### config.mk
export PLATFORM = sky130hd
export DESIGN_NAME = ahb_lite_master
export DESIGN_NICKNAME = d
export VERILOG_FILES = /design/src/rtl/ahb_pkg.sv /design/src/rtl/ahb_lite_master.sv
export SDC_FILE = /design/constraint.sdc
export NUM_CORES = 1
export LEC_CHECK = 0
export CAP_MARGIN = 25
export CELL_PAD_IN_SITES_DETAIL_PLACEMENT = 1
export CELL_PAD_IN_SITES_GLOBAL_PLACEMENT = 1
export CORE_AREA = 2 2 131 145
export CTS_CLUSTER_SIZE = 10
export DETAILED_ROUTE_END_ITERATION = 10
export DIE_AREA = 0 0 133 147
export PLACE_DENSITY_LB_ADDON = 0.08
export SLEW_MARGIN = 25
export SYNTH_ARGS = -nofsm -noshare
export SYNTH_HDL_FRONTEND = slang
export SYNTH_SLANG_ARGS = --single-unit
### constraint.sdc
create_clock -name CLK -period 1.1 [get_ports CLK]
set_input_delay 0.22 -clock CLK [delete_from_list [all_inputs] [get_ports CLK]]
set_output_delay 0.22 -clock CLK [all_outputs]
set_load 0.02 [all_outputs]
### src/rtl/ahb_pkg.sv
// Shared AHB-Lite encodings for initiators and slaves on this bus.
package ahb_pkg;

  localparam logic [1:0] HTRANS_IDLE   = 2'b00;
  localparam logic [1:0] HTRANS_BUSY   = 2'b01;
  localparam logic [1:0] HTRANS_NONSEQ = 2'b10;
  localparam logic [1:0] HTRANS_SEQ    = 2'b11;

  localparam logic [2:0] HSIZE_BYTE = 3'b000;
  localparam logic [2:0] HSIZE_HALF = 3'b001;
  localparam logic [2:0] HSIZE_WORD = 3'b010;

  localparam logic [2:0] HBURST_SINGLE = 3'b000;

  localparam logic HRESP_OKAY  = 1'b0;
  localparam logic HRESP_ERROR = 1'b1;

endpackage

### src/rtl/ahb_lite_master.sv
// AHB-Lite single-beat initiator: valid/ready commands in, one in-order response per command out.
// Address phase (AP) and data phase (DP) registers overlap so a zero-wait slave gets one transfer/cycle.
module ahb_lite_master
  import ahb_pkg::*;
#(
  parameter int unsigned ADDR_W = 32,
  parameter int unsigned DATA_W = 32
) (
  input  logic              CLK,
  input  logic              HRESET,
  input  logic              cmd_valid,
  output logic              cmd_ready,
  input  logic              cmd_we,
  input  logic [ADDR_W-1:0] cmd_addr,
  input  logic [DATA_W-1:0] cmd_wdata,
  output logic [ADDR_W-1:0] HADDR,
  output logic [1:0]        HTRANS,
  output logic              HWRITE,
  output logic [2:0]        HSIZE,
  output logic [2:0]        HBURST,
  output logic [DATA_W-1:0] HWDATA,
  input  logic [DATA_W-1:0] HRDATA,
  input  logic              HREADY,
  input  logic              HRESP,
  output logic              rsp_valid,
  output logic [DATA_W-1:0] rsp_rdata,
  output logic              rsp_err
);

  localparam logic [ADDR_W-1:0] WordMask = ~ADDR_W'(3);

  logic              ap_valid_q, ap_valid_d;
  logic [ADDR_W-1:0] ap_addr_q, ap_addr_d;
  logic              ap_we_q, ap_we_d;
  logic [DATA_W-1:0] ap_wdata_q, ap_wdata_d;
  logic              dp_valid_q, dp_valid_d;
  logic              dp_we_q, dp_we_d;
  logic [DATA_W-1:0] hwdata_q, hwdata_d;
  logic              err_hold_q, err_hold_d;
  logic              rsp_valid_q, rsp_valid_d;
  logic [DATA_W-1:0] rsp_rdata_q, rsp_rdata_d;
  logic              rsp_err_q, rsp_err_d;

  logic accept, ap_adv, dp_done;

  // err_hold retracts the AP command for one cycle so the second ERROR cycle sees IDLE.
  always_comb begin
    cmd_ready = ~HRESET & (~ap_valid_q | HREADY) & ~err_hold_q;
    accept    = cmd_valid & cmd_ready;
    ap_adv    = ap_valid_q & HREADY & ~err_hold_q;
    dp_done   = dp_valid_q & HREADY;
  end

  always_comb begin
    ap_valid_d  = ap_valid_q;
    ap_addr_d   = ap_addr_q;
    ap_we_d     = ap_we_q;
    ap_wdata_d  = ap_wdata_q;
    dp_valid_d  = dp_valid_q;
    dp_we_d     = dp_we_q;
    hwdata_d    = hwdata_q;
    err_hold_d  = err_hold_q;
    rsp_valid_d = dp_done;
    rsp_rdata_d = rsp_rdata_q;
    rsp_err_d   = rsp_err_q;

    if (accept) begin
      ap_valid_d = 1'b1;
      ap_addr_d  = cmd_addr & WordMask;
      ap_we_d    = cmd_we;
      ap_wdata_d = cmd_wdata;
    end else if (ap_adv) begin
      ap_valid_d = 1'b0;
    end

    if (ap_adv) begin
      dp_valid_d = 1'b1;
      dp_we_d    = ap_we_q;
      hwdata_d   = ap_wdata_q;
    end else if (dp_done) begin
      dp_valid_d = 1'b0;
    end

    if (err_hold_q) begin
      if (HREADY) err_hold_d = 1'b0;
    end else if (dp_valid_q & HRESP & ~HREADY) begin
      err_hold_d = 1'b1;
    end

    if (dp_done) begin
      rsp_err_d   = HRESP;
      rsp_rdata_d = dp_we_q ? '0 : HRDATA;
    end
  end

  always_ff @(posedge CLK) begin
    if (HRESET) begin
      ap_valid_q  <= 1'b0;
      ap_addr_q   <= '0;
      ap_we_q     <= 1'b0;
      ap_wdata_q  <= '0;
      dp_valid_q  <= 1'b0;
      dp_we_q     <= 1'b0;
      hwdata_q    <= '0;
      err_hold_q  <= 1'b0;
      rsp_valid_q <= 1'b0;
      rsp_rdata_q <= '0;
      rsp_err_q   <= 1'b0;
    end else begin
      ap_valid_q  <= ap_valid_d;
      ap_addr_q   <= ap_addr_d;
      ap_we_q     <= ap_we_d;
      ap_wdata_q  <= ap_wdata_d;
      dp_valid_q  <= dp_valid_d;
      dp_we_q     <= dp_we_d;
      hwdata_q    <= hwdata_d;
      err_hold_q  <= err_hold_d;
      rsp_valid_q <= rsp_valid_d;
      rsp_rdata_q <= rsp_rdata_d;
      rsp_err_q   <= rsp_err_d;
    end
  end

  always_comb begin
    HADDR     = ap_addr_q;
    HTRANS    = (ap_valid_q & ~err_hold_q) ? HTRANS_NONSEQ : HTRANS_IDLE;
    HWRITE    = ap_we_q;
    HSIZE     = HSIZE_WORD;
    HBURST    = HBURST_SINGLE;
    HWDATA    = hwdata_q;
    rsp_valid = rsp_valid_q;
    rsp_rdata = rsp_rdata_q;
    rsp_err   = rsp_err_q;
  end

endmodule

Word level (Yosys, flattened, before mapping). Index checks and enable logic that the tools add are counted. W data, S select, Z words.

Input bits: 102. Bits in registers: 133. Word-level logic and storage cells: 36. Output and inout port bits: 108.

Reductions and logical operators: 2. Muxes and demuxes: 9. Bitwise logic cells: 14.

Operators with widths (number): $mux W32 (1); $and A1 B1 Y1 (9); $mux W1 (7); $not A1 Y1 (4); $reduce_bool A2 Y1 (2); $mux W2 (1); $or A1 B1 Y1 (1).

Depth between registers and ports, before layout. Gate-level depths: netlist (run 1).

Depth after elaboration: 6. Depth in mapped cells: 5. Depth with buffers taken out: 3.

Worst setup path after synthesis (run 1). OpenSTA, ideal clock, no wires.

Path type: in2out. Start: in HRESET. End: out cmd_ready. Data required time: 0.880 ns. Path buffers: 2. Stages: 3. Arrival: 1.015 ns. Setup slack: -0.135 ns. Path through: buf_2 > buf_2 > nor3_1.

Cells in the longest elaborated chain, start to end: 3.

Ends and longest elaborated chain: from (decl) (RTL line ahb_lite_master.sv:10) `input logic HRESET,`; $not A1 Y1 (RTL line ahb_lite_master.sv:48) `cmd_ready = ~HRESET & (~ap_valid_q | HREADY) & ~err_hold_q;`; $and A1 B1 Y1 (2 in series) (RTL line ahb_lite_master.sv:48); to (decl) (RTL line ahb_lite_master.sv:12) `output logic cmd_ready,`.

Every way passes these cells.

Worst setup path after layout (run 1).
Start: reg ap_valid_q. End: out cmd_ready.

Cells in the longest elaborated chain, start to end: 4.

Ends and longest elaborated chain: from (decl) (RTL line ahb_lite_master.sv:32) `logic ap_valid_q, ap_valid_d;`; from (signal assigned) (RTL line ahb_lite_master.sv:110) `ap_valid_q <= ap_valid_d;`; $not A1 Y1 (RTL line ahb_lite_master.sv:48); $or A1 B1 Y1 (RTL line ahb_lite_master.sv:48); $and A1 B1 Y1 (2 in series) (RTL line ahb_lite_master.sv:48).

Every way passes these cells.

==> flow_metrics.py, run 1 <==
metrics = {
    "placement": {
        "io_buffers": 198,
        "post-dp-hpwl_um": 10460,
        "place_congestion": 0.7229,
    },
    "timing": {
        "rsz0062_at_grt": "yes",
        "timing.final.crit_share_pct": 126.5,
        "setup_viol": 140,
        "hold_violations": 0,
        "hold_slack_ns": 0.2231,
        "fin_skew_ns": 0.008171,
        "period_minus_slack_ns": 1.391,
        "fin_ws_ns": -0.2910,
        "slew_viol_final": 0,
        "fmax_mhz": 718.9,
    },
    "synthesis": {
        "yosysTopAreaCellShare_pct": 51.54,
        "synth_area_mm2": 0.005166,
        "synth_cell_type_count": 21,
        "synth-seq-cells": 133,
        "yosysTopAreaCell": "dfxtp_1",
        "synth.avg_cell_area_um2": 9.935,
        "synth_area_leaders": "dfxtp_1 52%, nand2b_1 15%, mux2i_1 12%",
        "yosysSeqAreaShare_pct": 51.54,
        "yosys_warnings": 0,
        "netlist_instances": 520,
    },
    "route": {
        "drtIter0Drc": 112,
        "wire_per_inst_um": 17.84,
        "antenna_left": 0,
        "via_per_inst": 4.494,
        "wirelength_um": 18270,
        "dr_total_vias": 4602,
        "dr.pass1.iters": 5,
        "drc": 0,
    },
    "cells_and_area": {
        "fin_nets": 870,
        "n_antenna_cell": 0,
        "drive_gt1_share_pct": 49.68,
        "area_delta_synth_final_pct": 85.71,
        "final_util_pct": 52.85,
    },
    "global_route": {
        "globalRoute.totalOverflow": 0,
        "grt_pass1_vias": 4932,
        "grtUsageTotal_pct": 17.27,
        "grt_pass1_wl_um": 26290,
        "antenna_found_initial": 0,
        "grt_max_degree": 89,
    },
    "worst_setup_path": {
        "cp-end-kind": "output pin",
        "crit_fanout": 2,
        "ff2ff_path_depth": 7,
        "required_ns": 0.88,
        "cp-start-kind": "flip-flop",
        "crit_type": "reg -> out",
        "cp.arrival_ns": 1.17,
    },
    "clock_network": {
        "htreeDepth": 4,
        "clock-sinks": 133,
        "cts.clk_slew.worst_paths_ns": 0.06,
        "clk_latency_ns": 0.42,
        "cts_tree": "done",
        "hold_buffers": 0,
        "cts_root_buf": "clkbuf_16",
        "cts_buffers": 17,
        "clockBufferDepth": 2,
    },
    "pwr": {
        "ir_drop_mv": 1.102,
        "p_leak_nw": 4.141,
        "pwr_density_cell_mw_per_mm2": 1390,
    },
    "flow_run": {
        "maxCapViolCount": 0,
    },
    "die": {
        "num_rows": 52,
        "dieHeight_um": 147,
        "design.die.area_mm2": 0.01955,
        "fp.coreArea_mm2": 0.01815,
        "die_x_um": 133,
        "num_io_pins": 210,
        "start_util_pct": 28.46,
    },
    "worst_hold_path": {
        "hold_class": "in -> reg",
        "hold_depth": 3,
    },
    "run_status": {
        "violations": "setup timing",
        "status": "finished with violations",
    },
}
-- power by group --
part / switching, mW / leakage, nW / total (mW) / internal [mW]
logic: 0.850 / 2.70 / 2.04 / 1.19
registers: 0.174 / 1.13 / 5.22 / 5.04
clock network: 2.12 / 0.311 / 6.08 / 3.96
total: 3.14 / 4.14 / 13.3 / 10.2
-- cell usage after synthesis --
library cell	number
buf_4	9
nand3b_1	1
nor3_1	2
mux2i_1	63
nor2_1	2
buf_6	6
buf_1	2
inv_1	1
a22o_1	33
nor3_2	1
conb_1	2
o21ai_0	1
dfxtp_1	133
nor2_4	1
clkbuf_1	15
nand2_1	67
nor2b_1	2
buf_2	14
a21oi_1	37
nand2b_1	127
and3b_1	1
-- cell usage in the layout (no fill, tap or decap), types with 2 or more instances in the layout --
cell type,netlist,routed
a21oi_1,37,3
a21oi_2,0,33
a22o_1,33,33
buf_12,0,18
buf_16,0,6
buf_4,9,27
buf_6,6,108
buf_8,0,4
bufinv_16,0,4
clkbuf_1,15,3
clkbuf_16,0,24
clkbuf_8,0,3
clkdlybuf4s50_1,0,97
clkinv_2,0,4
conb_1,2,9
dfxtp_1,133,33
dfxtp_2,0,94
dfxtp_4,0,6
mux2i_1,63,61
mux2i_2,0,2
nand2_1,67,21
nand2_2,0,17
nand2_4,0,29
nand2b_1,127,126
nor2_1,2,2
nor2b_4,0,2
-- sequential cells by signal, summed over array words and instances (netlist names), 30 cells and up --
register    cells
HADDR          30
ap_wdata_q     32
rsp_rdata      32
HWDATA         32
-- routing by layer --
| metal | vias up | part of all wire [%] | wire length (µm) | global-route usage (%) |
|---|---|---|---|---|
| li1 | 2208 | - | - | - |
| met1 | 2233 | 40 | 7332 | 20.14 |
| met2 | 145 | 51 | 9350 | 29.33 |
| met3 | 16 | 7.4 | 1353 | 6.832 |
| met4 | 0 | 1.3 | 232 | 5.000 |
| met5 | - | 0 | 0 | 0 |
-- logic make-up (layout without fill, tap and decap cells) --
kind of cell / count (synthesis) / in the layout / share of synthesized area, %
simple gates: 204 / 204 / 21.55
flops: 133 / 133 / 51.54
compound gates: 71 / 71 / 9.276
mux: 63 / 63 / 12.21
buf+inv: 47 / 301 / 5.280
other cells: 2 / 9 / 0.1454
-- per-stage QoR --
step | area, µm² | setup TNS (ns) | worst slack (ns) | std cells | total power [mW]
floorplan | 5206 | -4.309 | -0.07182 | 527 | 5.992
global placement | 7540 | -64.67 | -0.5999 | 950 | 6.761
detailed placement | 7540 | -71.80 | -0.6366 | 950 | 6.798
CTS | 9123 | -22.70 | -0.2981 | 1013 | 13.31
global route | 9594 | -31.27 | -0.3628 | 1024 | 13.85
finish | 9594 | -22.58 | -0.2910 | 1024 | 13.33
-- final cells by class --
type	instances	area (µm²)
clock buffers	23	478.0
multi-input cells	347	2698
inverters	1	3.754
repair buffers	268	3159
clock inverters	9	148.9
flip-flops and latches	133	2803
well taps	243	304.0
fillers	1868	8558
-- path summary, 6_finish.rpt --
path,end,slack (ns),from
max,cmd_ready,-0.29,ap_valid_q$_SDFFE_PP0P_
min reg2reg,HWDATA[14]$_SDFFE_PP0P_,0.45,ap_wdata_q[14]$_SDFFE_PP0P_
max reg2reg,HADDR[6]$_SDFFE_PP0P_,-0.28,ap_valid_q$_SDFFE_PP0P_
min,rsp_valid$_SDFF_PP0_,0.22,HRESET
-- timing repair --
item / 4_1_cts / 5_1_grt
gates resized for setup: 765 / 82
pin swaps: 33 / 75
endpoints found under the setup margin: 228 / 228
buffers inserted: 21 / 8
cloned: 10 / 9
-- worst max-delay path, stage by stage, from the launching register on --
cell	delay, ns
dfxtp_2	0.34
nor2b_4	0.13
nor3_2	0.12
buf_4	0.16
Note: power is estimated with default switching activity, not from simulation.
==> inputs of run 2 (changes only) <==
- CELL_PAD_IN_SITES_DETAIL_PLACEMENT: 1 -> unset
- CELL_PAD_IN_SITES_GLOBAL_PLACEMENT: 1 -> unset
- CORE_AREA: 2 2 131 145 -> 4 4 115 128
- DIE_AREA: 0 0 133 147 -> 0 0 119 132
==> flow_metrics.py, run 2 (same netlist as run 1, synthesis figures left out) <==
metrics = {
    "pwr": {
        "pwr_density_cell_mw_per_mm2": 1348,
        "clock_power_share_pct": 41.2,
        "total_power_mw": 12.00,
        "p_leak_nw": 3.711,
        "p_seq_share_pct": 43.3,
        "p_switching_mw": 2.820,
        "p_comb_share_pct": 15.5,
        "p_sw_share_pct": 23.49,
        "ir_drop_mv": 1.019,
        "p_int_mw": 9.185,
    },
    "worst_setup_path": {
        "rr_startpoint": "ap_valid_q$_SDFFE_PP0P_",
        "r2r_slack_ns": -0.26,
        "cp.arrival_ns": 1.69,
        "cp-start-kind": "flip-flop",
        "crit_fanout": 5,
        "required_ns": 1.43,
        "crit_type": "reg -> reg",
        "ff2ff_path_depth": 6,
        "cp-end-kind": "flip-flop",
        "rr_endpoint": "HADDR[10]$_SDFFE_PP0P_",
    },
    "die": {
        "design.die.area_mm2": 0.01571,
        "die_x_um": 119,
        "num_io_pins": 210,
        "num_rows": 45,
        "dieHeight_um": 132,
        "start_util_pct": 38.07,
        "fp.coreArea_mm2": 0.01357,
    },
    "global_route": {
        "grtUsageTotal_pct": 18.30,
        "globalRoute.totalOverflow": 0,
        "antenna_found_initial": 0,
        "grt_pass1_vias": 4289,
        "grt_pass1_wl_um": 22850,
        "grt_max_degree": 71,
    },
    "placement": {
        "place_congestion": 0.7240,
        "dp_slack_ns": -0.6074,
        "dpl_cell_area_mm2": 0.007402,
        "post-dp-hpwl_um": 8972,
        "io_buffers": 198,
        "dp_cells": 889,
    },
    "worst_hold_path": {
        "hold_path_end": "HADDR[5]$_SDFFE_PP0P_",
        "hold_class": "in -> reg",
        "hold_depth": 3,
        "min_from": "HRESET",
    },
    "run_status": {
        "violations": "setup timing",
        "status": "finished with violations",
    },
    "timing": {
        "slew_viol_final": 0,
        "worst_pin_slew_ns": 0.5681,
        "hold_slack_ns": 0.1318,
        "rsz0062_at_grt": "yes",
        "slew-limit-headroom_pct": 62.12,
        "setup_viol": 112,
        "fin_ws_ns": -0.2570,
        "period_minus_slack_ns": 1.357,
        "fmax_mhz": 736.9,
        "hold_violations": 0,
        "timing.final.crit_share_pct": 123.4,
        "fin_skew_ns": 0.003938,
        "finalSetupTns_ns": -17.04,
    },
    "cells_and_area": {
        "final_common_cell": "nand2b_1",
        "final_cell_count_no_fill": 964,
        "most-common-layout-cells": "126 x nand2b_1, 108 x buf_6, 98 x dfxtp_2",
        "fin_nets": 866,
        "fillCellCount": 1109,
        "final_util_pct": 65.65,
        "n_antenna_cell": 0,
        "multiInputGateArea_mm2": 0.002392,
        "fin_area_mm2": 0.008909,
        "area_delta_synth_final_pct": 72.44,
        "drive_gt1_share_pct": 42.14,
        "seqCellArea_mm2": 0.002789,
    },
    "clock_network": {
        "htreeDepth": 4,
        "cts.clk_slew.worst_paths_ns": 0.05,
        "clockBufferDepth": 2,
        "clk_latency_ns": 0.41,
        "cts_root_buf": "clkbuf_16",
        "clock-sinks": 133,
        "cts_tree": "done",
        "cts_buffers": 17,
    },
    "route": {
        "wire_per_inst_um": 15.50,
        "drc": 0,
        "antenna_left": 0,
        "dr.pass1.iters": 4,
        "wirelength_um": 14950,
        "drtIter0Drc": 192,
        "via_per_inst": 4.600,
        "dr_total_vias": 4434,
    },
    "flow_run": {
        "maxCapViolCount": 0,
    },
}
[run 2: cell types whose count changed in the layout (fill, tap and decap cells not counted), moves of 11 or more]
| cell | previous run | this run |
|---|---|---|
| nand2_4 | 29 | 2 |
| a21oi_1 | 3 | 23 |
| nand2_1 | 21 | 52 |
| buf_4 | 27 | 38 |
| buf_12 | 18 | 5 |
| a21oi_2 | 33 | 14 |
[run 2: layout make-up]
| cell class | count | share of cell area, % |
|---|---|---|
| multi-input cells | 347 | 26.85 |
| clock inverters | 5 | 0.2809 |
| well taps | 188 | 2.640 |
| inverters | 1 | 0.04213 |
| repair buffers | 264 | 33.38 |
| flip-flops and latches | 133 | 31.31 |
| clock buffers | 26 | 5.492 |
[run 2: repair_timing]
item                                    in CTS  in global routing
resized for setup                          713                 41
pin swaps                                    2                  3
hold buffers                                 0                  0
cloned                                      12                  3
setup buffers                               14                 19
endpoints found under the setup margin     228                202
[run 2: critical path: stages, from the launching register on]
cell	delay (ns)
dfxtp_2	0.33
nor2b_4	0.13
buf_6	0.11
nor2_4	0.11
buf_4	0.24
buf_16	0.15
mux2i_2	0.19
[run 2: how the worst max path moves through the flow]
stage	start	to	slack (ns)	cells past startpoint
floorplan	err_hold_q$_SDFF_PP0_	HADDR[10]$_SDFFE_PP0P_	-0.07	4
global placement	HREADY	cmd_ready	-0.61	4
detailed placement	HREADY	HADDR[19]$_SDFFE_PP0P_	-0.61	6
CTS	ap_valid_q$_SDFFE_PP0P_	cmd_ready	-0.27	3
global route	ap_valid_q$_SDFFE_PP0P_	HADDR[10]$_SDFFE_PP0P_	-0.32	6
finish	ap_valid_q$_SDFFE_PP0P_	HADDR[10]$_SDFFE_PP0P_	-0.26	6
[run 2: power groups by stage]
stage                     clock, mW  sequential, mW  combinational [mW]
after floorplan                   0            5.37               0.618
after global placement            0            5.23                1.49
after detailed placement          0            5.24                1.51
after CTS                      5.07            5.19                1.84
after global routing           5.23            5.22                1.99
final                          4.94            5.20                1.87
[run 2: metal layers]
| layer | vias to the layer above | track usage [%] | routed length [µm] |
|---|---|---|---|
| li1 | 2192 | - | - |
| met3 | 16 | 7.167 | 1140 |
| met4 | 0 | 6.375 | 185 |
| met2 | 151 | 28.15 | 6954 |
| met5 | - | 0 | 0 |
| met1 | 2075 | 23.38 | 6665 |
